<file path="src/rtl/dwell_timer.sv">
// Per-state dwell timer: reloads on state change or CLR, counts down prescaled ticks, pulses Overflow at expiry.
// All outputs registered; one edge from tick to COUNT/Overflow update; EN low freezes the prescaler and COUNT.
module dwell_timer #(
    parameter int WIDTH    = 8,
    parameter int TICK_DIV = 10,
    parameter int DEF_DUR  = 4
) (
    input  logic             CLK,
    input  logic             RST,
    input  logic             CLR,
    input  logic             EN,
    input  logic [5:0]       S,
    input  logic             WE,
    input  logic [2:0]       WADDR,
    input  logic [WIDTH-1:0] WDATA,
    output logic             Overflow,
    output logic [WIDTH-1:0] COUNT,
    output logic             ERR
);
    localparam int PW = (TICK_DIV > 1) ? $clog2(TICK_DIV) : 1;

    logic [WIDTH-1:0] dur_q [6];
    logic [WIDTH-1:0] dur_d [6];
    logic [5:0]       s_prev_q, s_prev_d;
    logic [WIDTH-1:0] count_q, count_d;
    logic [PW-1:0]    presc_q, presc_d;
    logic             ovf_q, ovf_d;
    logic             err_q, err_d;

    logic             s_onehot;
    logic [2:0]       s_idx;
    logic [WIDTH-1:0] dur_sel;
    logic [WIDTH-1:0] reload_val;
    logic             reload;
    logic             tick_last;

    always_comb begin
        s_onehot = (S != 6'd0) && ((S & (S - 6'd1)) == 6'd0);
        s_idx    = 3'd0;
        dur_sel  = dur_q[0];
        for (int i = 0; i < 6; i++) begin
            if (S[i]) begin
                s_idx   = 3'(i);
                dur_sel = dur_q[i];
            end
        end
        // A write landing on the register being reloaded must be seen by that reload.
        reload_val = (WE && (WADDR == s_idx)) ? WDATA : dur_sel;
        reload     = (S != s_prev_q) || CLR;
        tick_last  = (presc_q == PW'(TICK_DIV - 1));
    end

    always_comb begin
        for (int i = 0; i < 6; i++) begin
            dur_d[i] = (WE && (WADDR == 3'(i))) ? WDATA : dur_q[i];
        end
        s_prev_d = S;
        count_d  = count_q;
        presc_d  = presc_q;
        ovf_d    = 1'b0;
        err_d    = 1'b0;
        if (!s_onehot) begin
            err_d   = 1'b1;
            count_d = '0;
            presc_d = '0;
        end else if (reload) begin
            count_d = reload_val;
            presc_d = '0;
        end else if (EN && (count_q != '0)) begin
            if (tick_last) begin
                presc_d = '0;
                count_d = count_q - WIDTH'(1);
                ovf_d   = (count_q == WIDTH'(1));
            end else begin
                presc_d = presc_q + PW'(1);
            end
        end
    end

    always_ff @(posedge CLK) begin
        if (RST) begin
            for (int i = 0; i < 6; i++) begin
                dur_q[i] <= WIDTH'(DEF_DUR);
            end
            s_prev_q <= '0;
            count_q  <= '0;
            presc_q  <= '0;
            ovf_q    <= 1'b0;
            err_q    <= 1'b0;
        end else begin
            for (int i = 0; i < 6; i++) begin
                dur_q[i] <= dur_d[i];
            end
            s_prev_q <= s_prev_d;
            count_q  <= count_d;
            presc_q  <= presc_d;
            ovf_q    <= ovf_d;
            err_q    <= err_d;
        end
    end

    assign Overflow = ovf_q;
    assign COUNT    = count_q;
    assign ERR      = err_q;
endmodule

</file>
<file path="config.mk">
export PLATFORM = sky130hd
export DESIGN_NAME = dwell_timer
export DESIGN_NICKNAME = d
export VERILOG_FILES = /design/src/rtl/dwell_timer.sv
export SDC_FILE = /design/constraint.sdc
export NUM_CORES = 1
export LEC_CHECK = 0
export CORE_MARGIN = 2
export CORE_UTILIZATION = 57
export DETAILED_ROUTE_END_ITERATION = 16
export PLACE_DENSITY_LB_ADDON = 0.3
export SYNTH_ARGS = -nofsm -noshare
export SYNTH_HDL_FRONTEND = slang
export SYNTH_SLANG_ARGS = --single-unit
</file>
<file path="constraint.sdc">
create_clock -name CLK -period 2.2 [get_ports CLK]
set_clock_uncertainty 0.05 [all_clocks]
set_input_delay 0.22 -clock CLK [delete_from_list [all_inputs] [get_ports CLK]]
set_output_delay 0.22 -clock CLK [all_outputs]
set_load 0.03 [all_outputs]
</file>
==> impl_metrics.env <==
export IMPL_status="complete, no violations"
export IMPL_grt_pass1_vias=2888
export IMPL_synth_cells=424
export IMPL_post_cts_resized=0
export IMPL_wl_per_cell_um=15.2
export IMPL_crit_path_start_kind="primary input"
export IMPL_critPathKind="in -> reg"
export IMPL_drc=0
export IMPL_drv_cap=0
export IMPL_drtAntennaViolNets=0
export IMPL_holdWs_ns=0.131
export IMPL_min_period_ns=2.09
export IMPL_drive_above_1_share_pct=11.4
export IMPL_clock_path_buffers=2
export IMPL_powerDensity_mw_per_mm2=646
export IMPL_dpl_worst_slack_ns=-0.232
export IMPL_place_area_mm2=0.00386
export IMPL_ctsHoldBuffers=0
export IMPL_die_y_um=80.9
export IMPL_fin_area_mm2=0.00408
export IMPL_synth_seq_cells=68
export IMPL_hold_viol_final=0
export IMPL_grt_max_degree=37
export IMPL_worstSetupEndpointType="flop"
export IMPL_ir_drop_mv=0.379
export IMPL_final_cell_mix="nand2_1 (102), dfxtp_1 (68), a21oi_1 (40), clkdlybuf4s50_1 (30)"
export IMPL_synth_edf_count=0
export IMPL_grt_util_all_layers_pct=26.9
export IMPL_setup_viol=0
export IMPL_p_leak_nw=1.48
export IMPL_overflow=0
export IMPL_ys_warn_count=0
export IMPL_worst_slew_pin_slew_ns=0.585
export IMPL_post_synth_num_cell_types=51
export IMPL_htreeDepth=3
export IMPL_cts_root_buf="clkbuf_8"
export IMPL_finalPower_mw=2.63
export IMPL_via_per_inst=5.83
export IMPL_dp_hpwl_um=5890
export IMPL_io_pins=32
export IMPL_max_slew_margin_pct=60.7
export IMPL_synthArstFlopShare_pct=0
export IMPL_cts_clk_slew_worst_paths_ns=0.08
export IMPL_path_max_fanout=9
export IMPL_cts_sinks=68
export IMPL_die_w_um=80.9
export IMPL_post_cts_buffers=0
export IMPL_clk_insertion_delay_late_ns=0.35
export IMPL_fin_ws_ns=0.112
export IMPL_drt_iter0_markers=234
export IMPL_seq_area_frac_synth_pct=40.4
export IMPL_numCtsBuffers=9
export IMPL_rows=27
export IMPL_startpoint="S[2]"
export IMPL_cp_data_required_time_ns=2.39
export IMPL_final_max_slew_viol_count=0
export IMPL_syn_area_mm2=0.00337
export IMPL_final_setup_tns_ns=0
export IMPL_layout_cells_most_common="nand2_1"
export IMPL_cts_tree="built"
export IMPL_n_fill_cell=447
export IMPL_period_share_pct=94.9
export IMPL_place_congestion=0.820
export IMPL_drt_wl_total_um=8280
export IMPL_place_inst=528
export IMPL_fmax_mhz=479
export IMPL_area_growth_pct=21.0
export IMPL_io_buffer_count=31
export IMPL_core_area_mm2=0.00561
export IMPL_final_util_pct=72.7
export IMPL_finalNonFillerCells=544
export IMPL_dr_total_vias=3173
export IMPL_avgSynthCellArea_um2=7.94
export IMPL_antenna_found_initial=0
export IMPL_antenna_cells=0
export IMPL_cp_arrival_ns=2.27
export IMPL_synthesis_nets=449
export IMPL_grt_pass1_wl_um=13400
export IMPL_hold_class="in -> reg"
export IMPL_dieArea_mm2=0.00654
export IMPL_layout_nets=492
export IMPL_initial_core_util_pct=60.0
export IMPL_timing_rr_start="COUNT[2]$_SDFFE_PP0P_"
export IMPL_min_from="RST"
export IMPL_grt_setup_unrepaired="no"
export IMPL_drt_pre_antenna_iters=5
export IMPL_yosys_most_used_dff="dfxtp_1"
[worst paths after layout]
check | end | slack, ns | cells past startpoint
worst min register to register | dur_q[0][1]$_SDFFE_PP0P_ | 0.40 | 2
worst min-delay path | s_prev_q[4]$_SDFF_PP0_ | 0.13 | 2
worst max-delay path | COUNT[1]$_SDFFE_PP0P_ | 0.11 | 6
worst max register to register | COUNT[0]$_SDFFE_PP0P_ | 0.20 | 5
[area by class of cell]
class                   instances  area, µm²  area share, %
multi-input cells             322       1880           46.0
flip-flops and latches         68       1360           33.4
repair buffers                 60        523           12.8
clock buffers                  12        155           3.81
well taps                      72       90.1           2.21
clock inverters                 4       47.5           1.17
inverters                       6       22.5          0.553
[per-layer routing]
metal | vias up | GRT usage, % | part of all wire [%] | wire, µm
li1 | 1568 | - | - | -
met1 | 1514 | 34.4 | 45 | 3700
met2 | 78 | 43.8 | 48 | 3990
met3 | 13 | 5.67 | 4.9 | 406
met4 | 0 | 11.5 | 2.3 | 188
met5 | - | 0 | 0 | 0
[flip-flops by register name, indices dropped and copies added, names as in the netlist]
signal    cells
dur_q        48
Overflow      1
s_prev_q      6
COUNT         8
presc_q       4
ERR           1
[power breakdown]
group	switching, mW	internal [mW]	total (mW)
clock	0.472	0.582	1.05
combinational	0.168	0.135	0.303
sequential	0.0148	1.26	1.27
[synth_stat cells (6+ instances only)]
cell	n	area [µm²]
nor2_1	29	109
a211oi_1	10	75.1
a21oi_1	41	205
nor2b_1	17	106
or3_1	6	37.5
clkbuf_1	23	86.3
dfxtp_1	68	1360
o2111ai_1	6	52.6
xor2_1	8	70.1
mux2i_1	15	150
nor3_1	7	35.0
nand2_1	102	383
[logic make-up (layout without fill, tap and decap cells)]
| kind of cell | after synthesis | count (layout) | synth area share, % |
|---|---|---|---|
| buffers and inverters | 34 | 82 | 4.12 |
| flip-flops | 68 | 68 | 40.4 |
| adder cells (fa/ha/maj) | 3 | 3 | 1.11 |
| AND/OR/NAND/NOR | 202 | 202 | 28.8 |
| AO/OA/AOI/OAI | 90 | 90 | 17.9 |
| XOR/XNOR | 12 | 12 | 3.12 |
| multiplexers | 15 | 15 | 4.46 |
[critical path: stages]
cell and delay [ns]:
clkdlybuf4s50_1 0.44, or4_4 0.56, o32ai_2 0.23, o221ai_2 0.25, or3_1 0.37, and4_1 0.20
Power figures use the tool's default switching activity.
